File: src/rtl/uart_mmio_fifo_if.sv
// CPU-side and uart-side signal bundle for the UART MMIO byte FIFO.
// The loopback control exists only when UART_FIFO_LOOPBACK_EN is defined.
interface uart_mmio_fifo_if #(
  parameter int DEPTH = 8,
  parameter int PTR_W = $clog2(DEPTH)
);
  logic             tx_wr_en;
  logic [7:0]       tx_wr_data;
  logic             tx_full;
  logic             rx_rd_en;
  logic [7:0]       rx_rd_data;
  logic             rx_valid;
  logic [PTR_W:0]   tx_count;
  logic [PTR_W:0]   rx_count;
  logic             tx_overflow;
  logic             rx_overflow;
  logic             status_clr;
  logic [7:0]       uart_tx_data;
  logic             uart_tx_valid;
  logic             uart_tx_ready;
  logic [7:0]       uart_rx_data;
  logic             uart_rx_valid;
  logic             uart_rx_ready;
`ifdef UART_FIFO_LOOPBACK_EN
  logic             loopback;
`endif

  // FIFO block side
  modport slave (
    input  tx_wr_en, tx_wr_data, rx_rd_en, status_clr,
    input  uart_tx_ready, uart_rx_data, uart_rx_valid,
`ifdef UART_FIFO_LOOPBACK_EN
    input  loopback,
`endif
    output tx_full, rx_rd_data, rx_valid, tx_count, rx_count,
    output tx_overflow, rx_overflow, uart_tx_data, uart_tx_valid, uart_rx_ready
  );

  // CPU / uart / bench side
  modport master (
    output tx_wr_en, tx_wr_data, rx_rd_en, status_clr,
    output uart_tx_ready, uart_rx_data, uart_rx_valid,
`ifdef UART_FIFO_LOOPBACK_EN
    output loopback,
`endif
    input  tx_full, rx_rd_data, rx_valid, tx_count, rx_count,
    input  tx_overflow, rx_overflow, uart_tx_data, uart_tx_valid, uart_rx_ready
  );
endinterface

File: src/rtl/uart_mmio_fifo.sv
// First-word-fall-through TX/RX byte FIFOs between the CPU UART MMIO accesses and the uart.
// Optional TX->RX loopback path is enabled by defining UART_FIFO_LOOPBACK_EN.
module uart_mmio_fifo #(
  parameter int DEPTH = 8,
  parameter int PTR_W = $clog2(DEPTH)
) (
  input  logic              clk,
  input  logic              rst_n,
  uart_mmio_fifo_if.slave   bus
);

  localparam logic [PTR_W:0] FULL_CNT = (PTR_W + 1)'(DEPTH);

  logic [7:0]       tx_mem [DEPTH];
  logic [PTR_W-1:0] tx_wr_ptr;
  logic [PTR_W-1:0] tx_rd_ptr;
  logic [PTR_W:0]   tx_cnt;
  logic             tx_ovf;

  logic [7:0]       rx_mem [DEPTH];
  logic [PTR_W-1:0] rx_wr_ptr;
  logic [PTR_W-1:0] rx_rd_ptr;
  logic [PTR_W:0]   rx_cnt;
  logic             rx_ovf;

  logic tx_empty, tx_full_int, rx_empty, rx_full_int;
  logic [7:0] tx_head;
  logic tx_pop, tx_push, tx_drop;
  logic rx_pop, rx_push, rx_drop;
  logic rx_in_valid;
  logic [7:0] rx_in_data;
  logic tx_to_uart;

  assign tx_empty    = (tx_cnt == '0);
  assign tx_full_int = (tx_cnt == FULL_CNT);
  assign rx_empty    = (rx_cnt == '0);
  assign rx_full_int = (rx_cnt == FULL_CNT);
  assign tx_head     = tx_mem[tx_rd_ptr];

`ifdef UART_FIFO_LOOPBACK_EN
  logic lb_move;

  // In loopback the TX head only moves when RX has room, so loopback never drops a byte.
  assign lb_move     = bus.loopback && !tx_empty && !rx_full_int;
  assign tx_to_uart  = !tx_empty && !bus.loopback;
  assign tx_pop      = lb_move || (tx_to_uart && bus.uart_tx_ready);
  assign rx_in_valid = bus.loopback ? lb_move : bus.uart_rx_valid;
  assign rx_in_data  = bus.loopback ? tx_head : bus.uart_rx_data;
`else
  assign tx_to_uart  = !tx_empty;
  assign tx_pop      = tx_to_uart && bus.uart_tx_ready;
  assign rx_in_valid = bus.uart_rx_valid;
  assign rx_in_data  = bus.uart_rx_data;
`endif

  // A pop in the same cycle frees the slot, so a write into a full FIFO is accepted then.
  assign tx_push = bus.tx_wr_en && (!tx_full_int || tx_pop);
  assign tx_drop = bus.tx_wr_en && tx_full_int && !tx_pop;

  assign rx_pop  = bus.rx_rd_en && !rx_empty;
  assign rx_push = rx_in_valid && (!rx_full_int || rx_pop);
  assign rx_drop = rx_in_valid && rx_full_int && !rx_pop;

  // Control state: pointers, occupancy and sticky flags
  always_ff @(posedge clk or negedge rst_n) begin
    if (!rst_n) begin
      tx_wr_ptr <= '0;
      tx_rd_ptr <= '0;
      tx_cnt    <= '0;
      tx_ovf    <= 1'b0;
      rx_wr_ptr <= '0;
      rx_rd_ptr <= '0;
      rx_cnt    <= '0;
      rx_ovf    <= 1'b0;
    end else begin
      if (tx_push) tx_wr_ptr <= tx_wr_ptr + 1'b1;
      if (tx_pop)  tx_rd_ptr <= tx_rd_ptr + 1'b1;
      case ({tx_push, tx_pop})
        2'b10:   tx_cnt <= tx_cnt + 1'b1;
        2'b01:   tx_cnt <= tx_cnt - 1'b1;
        default: tx_cnt <= tx_cnt;
      endcase

      if (rx_push) rx_wr_ptr <= rx_wr_ptr + 1'b1;
      if (rx_pop)  rx_rd_ptr <= rx_rd_ptr + 1'b1;
      case ({rx_push, rx_pop})
        2'b10:   rx_cnt <= rx_cnt + 1'b1;
        2'b01:   rx_cnt <= rx_cnt - 1'b1;
        default: rx_cnt <= rx_cnt;
      endcase

      // A drop in the same cycle as a clear keeps the flag set
      if (tx_drop)             tx_ovf <= 1'b1;
      else if (bus.status_clr) tx_ovf <= 1'b0;
      if (rx_drop)             rx_ovf <= 1'b1;
      else if (bus.status_clr) rx_ovf <= 1'b0;
    end
  end

  // Storage: contents are not reset, emptiness is tracked by the counts
  always_ff @(posedge clk) begin
    if (tx_push) tx_mem[tx_wr_ptr] <= bus.tx_wr_data;
    if (rx_push) rx_mem[rx_wr_ptr] <= rx_in_data;
  end

  assign bus.tx_full       = tx_full_int;
  assign bus.tx_count      = tx_cnt;
  assign bus.tx_overflow   = tx_ovf;
  assign bus.uart_tx_valid = tx_to_uart;
  assign bus.uart_tx_data  = tx_empty ? 8'h00 : tx_head;

  assign bus.rx_valid      = !rx_empty;
  assign bus.rx_count      = rx_cnt;
  assign bus.rx_overflow   = rx_ovf;
  assign bus.rx_rd_data    = rx_empty ? 8'h00 : rx_mem[rx_rd_ptr];
  assign bus.uart_rx_ready = 1'b1;

endmodule

File: src/flat_wrapper.sv
// flat-port wrapper written by rule: the top's interface ports become plain ports
module uart_mmio_fifo_flat 
#(
  parameter int DEPTH = 8,
  parameter int PTR_W = $clog2(DEPTH)
)
  (clk, rst_n, bus_tx_wr_en, bus_tx_wr_data, bus_rx_rd_en, bus_status_clr, bus_uart_tx_ready, bus_uart_rx_data, bus_uart_rx_valid, bus_tx_full, bus_rx_rd_data, bus_rx_valid, bus_tx_count, bus_rx_count, bus_tx_overflow, bus_rx_overflow, bus_uart_tx_data, bus_uart_tx_valid, bus_uart_rx_ready);
  uart_mmio_fifo_if #(.DEPTH(DEPTH), .PTR_W(PTR_W)) bus_i ();
  input  logic clk;
  input  logic rst_n;
  input wire logic [$bits(bus_i.tx_wr_en)-1:0] bus_tx_wr_en;
  input wire logic [$bits(bus_i.tx_wr_data)-1:0] bus_tx_wr_data;
  input wire logic [$bits(bus_i.rx_rd_en)-1:0] bus_rx_rd_en;
  input wire logic [$bits(bus_i.status_clr)-1:0] bus_status_clr;
  input wire logic [$bits(bus_i.uart_tx_ready)-1:0] bus_uart_tx_ready;
  input wire logic [$bits(bus_i.uart_rx_data)-1:0] bus_uart_rx_data;
  input wire logic [$bits(bus_i.uart_rx_valid)-1:0] bus_uart_rx_valid;
  output wire logic [$bits(bus_i.tx_full)-1:0] bus_tx_full;
  output wire logic [$bits(bus_i.rx_rd_data)-1:0] bus_rx_rd_data;
  output wire logic [$bits(bus_i.rx_valid)-1:0] bus_rx_valid;
  output wire logic [$bits(bus_i.tx_count)-1:0] bus_tx_count;
  output wire logic [$bits(bus_i.rx_count)-1:0] bus_rx_count;
  output wire logic [$bits(bus_i.tx_overflow)-1:0] bus_tx_overflow;
  output wire logic [$bits(bus_i.rx_overflow)-1:0] bus_rx_overflow;
  output wire logic [$bits(bus_i.uart_tx_data)-1:0] bus_uart_tx_data;
  output wire logic [$bits(bus_i.uart_tx_valid)-1:0] bus_uart_tx_valid;
  output wire logic [$bits(bus_i.uart_rx_ready)-1:0] bus_uart_rx_ready;
  assign bus_i.tx_wr_en = bus_tx_wr_en;
  assign bus_i.tx_wr_data = bus_tx_wr_data;
  assign bus_i.rx_rd_en = bus_rx_rd_en;
  assign bus_i.status_clr = bus_status_clr;
  assign bus_i.uart_tx_ready = bus_uart_tx_ready;
  assign bus_i.uart_rx_data = bus_uart_rx_data;
  assign bus_i.uart_rx_valid = bus_uart_rx_valid;
  assign bus_tx_full = bus_i.tx_full;
  assign bus_rx_rd_data = bus_i.rx_rd_data;
  assign bus_rx_valid = bus_i.rx_valid;
  assign bus_tx_count = bus_i.tx_count;
  assign bus_rx_count = bus_i.rx_count;
  assign bus_tx_overflow = bus_i.tx_overflow;
  assign bus_rx_overflow = bus_i.rx_overflow;
  assign bus_uart_tx_data = bus_i.uart_tx_data;
  assign bus_uart_tx_valid = bus_i.uart_tx_valid;
  assign bus_uart_rx_ready = bus_i.uart_rx_ready;
  uart_mmio_fifo #(.DEPTH(DEPTH), .PTR_W(PTR_W)) u_core (.clk(clk), .rst_n(rst_n), .bus(bus_i));
endmodule
File: config.mk
export PLATFORM = sky130hd
export DESIGN_NAME = uart_mmio_fifo_flat
export DESIGN_NICKNAME = d
export VERILOG_FILES = /design/src/rtl/uart_mmio_fifo_if.sv /design/src/rtl/uart_mmio_fifo.sv /design/src/flat_wrapper.sv
export SDC_FILE = /design/constraint.sdc
export NUM_CORES = 1
export LEC_CHECK = 0
export CAP_MARGIN = 0
export CORE_ASPECT_RATIO = 1.2
export CORE_MARGIN = 3
export CORE_UTILIZATION = 50
export CTS_CLUSTER_SIZE = 30
export DETAILED_ROUTE_END_ITERATION = 10
export HOLD_SLACK_MARGIN = 0.02
export PLACE_DENSITY = 0.71
export SLEW_MARGIN = 20
export SYNTH_ARGS = -nofsm -noshare
export SYNTH_HDL_FRONTEND = slang
export SYNTH_SLANG_ARGS = --single-unit
File: constraint.sdc
create_clock -name clk -period 3.5 [get_ports clk]
set_input_delay 0.35 -clock clk [delete_from_list [all_inputs] [get_ports clk]]
set_output_delay 0.35 -clock clk [all_outputs]
set_load 0.02 [all_outputs]
* Yosys cells after proc, flatten, opt, wreduce, memory -nomap -nowiden *
Memories as Yosys holds them, arrays and structs flattened.
Index checks and enable logic that the tools add are counted.

cells by class
  add/subtract/negate cells = 8
  equal/unequal tests = 6
  multiplexer cells = 11
  reduce and logical (&&, ||, !) cells = 22

operator list
  operator             count
  $mux 8               2
  $pmux 4 s2           2
  $add 3x1->3 const B  4
  $add 4x1->4 const B  2
  $eq 4x4->1 const B   2
  $logic_and 1x1->1    8
  $logic_not 4->1      2
  $reduce_bool 2->1    4
  $sub 4x1->4 const B  2
  $mux 1               7
  $logic_not 1->1      6
  $eq 2x1->1 const B   2
  $eq 2x2->1 const B   2
  $logic_or 1x1->1     2

storage, ports and cells
  register bits after elaboration = 22
  bits in writable memories = 128
  memories = 2

memory list
  memory         depth  width  rd ports  clocked after memory_dff  wr ports  line                  source
  u_core.rx_mem  8      8      1         0                         1         uart_mmio_fifo.sv:20  logic [7:0] rx_mem [DEPTH];
  u_core.tx_mem  8      8      1         0                         1         uart_mmio_fifo.sv:14  logic [7:0] tx_mem [DEPTH];

* Depth between registers and ports, before layout *
  word-level depth = 7
  depth in mapped cells = 12
  depth with buffers taken out = 12

* Worst setup path before layout *
OpenSTA, ideal clock, no wires.

  path kind = reg-to-reg
  start = reg u_core.tx_cnt[1] (netlist: u_core.bus.tx_count[1])
  end = reg u_core.tx_cnt[2] (netlist: u_core.bus.tx_count[2])
  data arrival time = 2477 ps
  required time = 3362 ps
  setup slack = 885 ps
  cell stages (with the launch flop) = 13
  path buffers = 2
  cell sequence = dfrtp_1 > buf_2 > nor4_4 > inv_2 > and2_4 > buf_6 > ha_1 > xor2_1 > ha_1 > a21oi_1 > xor2_1 > nor2_1 > xor2_1

between the ends
  cells in the longest elaborated chain, start to end = 7
  elaborated cells on any way between the ends = 13
  those cells by class = 2 x add/sub; 3 x eq/ne; 1 x mux; 7 x reduce/logical

ends and longest elaborated chain
  item                                                    line                  source
  start: declaration                                      uart_mmio_fifo.sv:17  logic [PTR_W:0] tx_cnt;
  start signal: assignment                                uart_mmio_fifo.sv:79  2'b10: tx_cnt <= tx_cnt + 1'b1;
  start signal: assignment                                uart_mmio_fifo.sv:80  2'b01: tx_cnt <= tx_cnt - 1'b1;
  start signal: assignment                                uart_mmio_fifo.sv:81  default: tx_cnt <= tx_cnt;
  $logic_not 4->1 *                                       uart_mmio_fifo.sv:34  assign tx_empty = (tx_cnt == '0);
  $logic_not 1->1 *                                       uart_mmio_fifo.sv:50  assign tx_to_uart = !tx_empty;
  net bus_uart_tx_valid                                   flat_wrapper.sv:26    output wire logic [$bits(bus_i.uart_tx_valid)-1:0] bus_uart_tx_valid;
  $logic_and 1x1->1 *                                     uart_mmio_fifo.sv:51  assign tx_pop = tx_to_uart && bus.uart_tx_ready;
  net u_core.tx_pop                                       uart_mmio_fifo.sv:28  logic tx_pop, tx_push, tx_drop;
  $logic_or 1x1->1                                        uart_mmio_fifo.sv:57  assign tx_push = bus.tx_wr_en && (!tx_full_int || tx_pop);
  $logic_and 1x1->1                                       uart_mmio_fifo.sv:57
  $eq 2x1->1 / $eq 2x2->1 (equally long branches)         uart_mmio_fifo.sv:78  case ({tx_push, tx_pop})
  $pmux 4 s2 / $reduce_bool 2->1 (equally long branches)  -

The timed path passes the listed nets; every way through them passes the cells marked *.
A chain may end at the register's enable or synchronous reset.

* Final worst setup path *
  start = reg u_core.rx_rd_ptr[1]
  end = out bus_rx_rd_data[7]

between the ends
  cells in the longest elaborated chain, start to end = 2

ends and longest elaborated chain
  item                      line                   source
  start: declaration        uart_mmio_fifo.sv:22   logic [PTR_W-1:0] rx_rd_ptr;
  start signal: assignment  uart_mmio_fifo.sv:85   if (rx_pop) rx_rd_ptr <= rx_rd_ptr + 1'b1;
  $mem_v2 8x8               -
  $mux 8                    uart_mmio_fifo.sv:115  assign bus.rx_rd_data = rx_empty ? 8'h00 : rx_mem[rx_rd_ptr];
  end: declaration          flat_wrapper.sv:19     output wire logic [$bits(bus_i.rx_rd_data)-1:0] bus_rx_rd_data;

Every way passes these cells.

==> run summary <==
Fin nets - 446
TritonCTS clock tree - done
Yosys warnings - 0
Die width - 107.5 um
Most area-consuming cells after synthesis - edfxtp_1 (62%), mux4_2 (12%), dfrtp_1 (8.9%), mux2i_1 (2.6%), ha_1 (2.0%)
Post-CTS Setup Inserts - 0
Largest family of logic cells by synthesized area - multiplexers
Per-cell routed wire length - 19.95 um
Initial antenna violation count - 0
Final hold slack - 434.6 ps
Cell Pwr Density - 882.1 nW/um^2
Synthesized cell area - 6178 sq um
Clock buffer depth - 2
Starting Density - 52.20%
Post-route core utilization - 63.58%
Vias - 3187
HPWL after DPL - 7323 um
H-tree levels - 4
Clk sinks - 150
Required @ worst endpoint - 3150 ps
Top Ports - 53
Hold/Removal Path Class - in -> async
Ratio of cells with drive above 1 in the final layout - 23.11%
Syn Nets - 368
Register area share after synthesis - 71.12%
Synth top area share - 62.21%
Cell taking the most area after synthesis - edfxtp_1
Placed insts - 550
Sequential power share - 39.7%
Die area - 13730 sq um
VDD IR-drop max - 0.0004578 V
Overflow after GRT - 0
Fraction of registers with async set or reset after synthesis - 14.67%
Clk Latency, worst-skew pair - 410 ps
Fill count - 832
LEAKAGE - 0.002674 uW
ANT nets after route - 0
Comb pwr share - 34.5%
Mux contribution to synthesized area - 15.29%
Final min period - 2858 ps
Clock share of power - 25.8%
Worst-Margin Slew - 839.2 ps
Total Neg Setup Slack - 0 ps
Max Cap Viol - 0
Final setup fails - 0
GRT Util Overall - 18.25%
Int Pwr - 4521 uW
Max Transition Viols Final - 0
Post-synthesis compound-gate area fraction - 1.175%
Register area - 4394 sq um
Synth Register Bits - 150
Number of global-route vias before repair - 3416
Status - complete, no violations
Ys flop type - edfxtp_1
Post-synthesis adder-cell area fraction - 2.025%
Multi-input combinational cell area - 1673 sq um
Clk slew on worst S/H paths - 60 ps
Mapped Cells - 335
GPL Wtd Cong - 0.7750
CP startpoint kind - flip-flop
Sw Ratio - 31.91%
Synth top cells by count - edfxtp_1 (128), mux4_2 (32), nor2_1 (30), dfrtp_1 (22), mux2i_1 (16)
Core box area - 11840 sq um
Final worst path period share - 81.64%
Drt first pass iters - 4
Number of synthesized flops with an enable pin - 128
P&R area growth vs syn - 21.81%
Slew margin rel. - 43.84%
Initial DRC count - 128
Root Buffer - clkbuf_16
Clk_skew - 5.394 ps
# diodes - 0
Row count - 43
Post-synth cell types - 40
Die Y - 127.8 um
RSZ-0062 raised after global routing - false
Psw - 2118 uW
Avg Inst Size Synth - 18.44 sq um
IO Port Bufs - 51
Crit Path Category - reg -> out
Final hold viol count - 0
Num CTS Buffers - 17
Fmax achieved - 350.0 MHz
First-pass GRT wire length - 18340 um
Detailed Route WL - 11590 um
Layout Cells excl Fill - 581
Worst-path maximum fanout - 18
Synth Area in Simple Gates - 6.116%
Drt drc - 0
Via density - 5.485
Most frequent cell after synthesis - edfxtp_1
CP Capture Type - output port
Largest net degree at the start of global routing - 23
Worst EP arrival - 2510 ps
Xor/xnor share of the synthesized area - 2.410%
==> layer usage <==
layer	global-route usage, %	wire length (um)
met1	21.73	4531
met2	32.08	6346
met3	5.088	554
met4	6.018	158
met5	0	0
==> final cells by class <==
| class | count | area share, % |
|---|---|---|
| multi-input combinational | 162 | 22.23 |
| clock inverter | 12 | 1.729 |
| timing repair buffer | 72 | 8.845 |
| clock buffer | 18 | 5.702 |
| sequential | 150 | 58.39 |
| inverter | 10 | 0.4988 |
| tap | 157 | 2.610 |
==> stage by stage <==
stage	power, uW	instance area (sq um)	setup WS (ps)
detailed placement	4990	6962	853.9
global placement	4920	6962	944.3
finish	6639	7526	642.5
global route	6987	7526	481.5
CTS	6724	7521	571.7
floorplan	4094	6178	884.7
==> path summary, 6_finish.rpt <==
path	startpoint	to	slack, ps	cells past startpoint
setup / recovery	u_core.rx_rd_ptr[1]$_DFFE_PN0P_	bus_rx_rd_data[7]	640	4
hold / removal	rst_n	u_core.bus.rx_count[2]$_DFFE_PN0P_	430	2
setup reg to reg	u_core.bus.tx_count[2]$_DFFE_PN0P_	u_core.bus.tx_count[2]$_DFFE_PN0P_	800	10
hold reg to reg	u_core.rx_wr_ptr[0]$_DFFE_PN0P_	u_core.rx_wr_ptr[0]$_DFFE_PN0P_	520	2
max in group asynchronous	rst_n	u_core.tx_wr_ptr[2]$_DFFE_PN0P_	2720	2
min in group clk	u_core.rx_wr_ptr[0]$_DFFE_PN0P_	u_core.rx_wr_ptr[0]$_DFFE_PN0P_	520	2
==> registers in the layout, summed over array words and instances (netlist names) <==
| signal | flops |
|---|---|
| u_core.rx_mem | 64 |
| u_core.tx_mem | 64 |
| u_core.bus.rx_overflow | 1 |
| u_core.bus.tx_overflow | 1 |
| u_core.rx_wr_ptr | 3 |
| u_core.bus.rx_count | 4 |
| u_core.rx_rd_ptr | 3 |
| u_core.bus.tx_count | 4 |
| u_core.tx_wr_ptr | 3 |
| u_core.tx_rd_ptr | 3 |
==> what timing repair did <==
| action | 4_1_cts | 5_1_grt |
|---|---|---|
| hold endpoints to repair | 0 | 22 |
| gates resized for setup | 0 | 0 |
| endpoints found under the setup margin | 0 | 0 |
| hold buffers | 0 | 1 |
==> power groups by stage <==
stage | clock network [uW] | registers [uW] | logic (uW)
global route | 1820 | 2690 | 2480
detailed placement | 0 | 2680 | 2310
CTS | 1750 | 2640 | 2330
global placement | 0 | 2650 | 2270
finish | 1720 | 2640 | 2290
floorplan | 0 | 2540 | 1560
==> kinds of logic after synthesis <==
logic type | after synthesis
other | 1
buffers and inverters | 23
multiplexers | 53
AO/OA/AOI/OAI | 10
adder cells (fa/ha/maj) | 10
AND/OR/NAND/NOR | 71
flip-flops | 150
XOR/XNOR | 17
==> critical path: stages, from the launching register on <==
cell             delay, ps
dfrtp_1                860
mux4_2                 360
mux2i_1                 70
nor2_1                 170
clkdlybuf4s50_1        630
==> placed cells by master, fill, tap and decap left out, types with 2 or more instances in the layout <==
master             n
clkdlybuf4s50_1   50
nand2b_1           8
nor4_1             2
xor2_1             9
inv_6              2
mux4_2            32
nand2_1           12
dfrtp_1           22
mux2_2             3
ha_1              10
nand3b_1           2
mux2i_1           16
edfxtp_1         128
clkbuf_16         17
bufinv_16          2
mux2_4             2
inv_1              7
nor2_1            30
clkinvlp_4         2
a21oi_1            3
buf_4             20
clkinv_2           4
nand3_1            2
clkinv_4           2
xnor2_1            8
nor3_1             7
inv_2              3
Note: power is estimated with default switching activity, not from simulation.
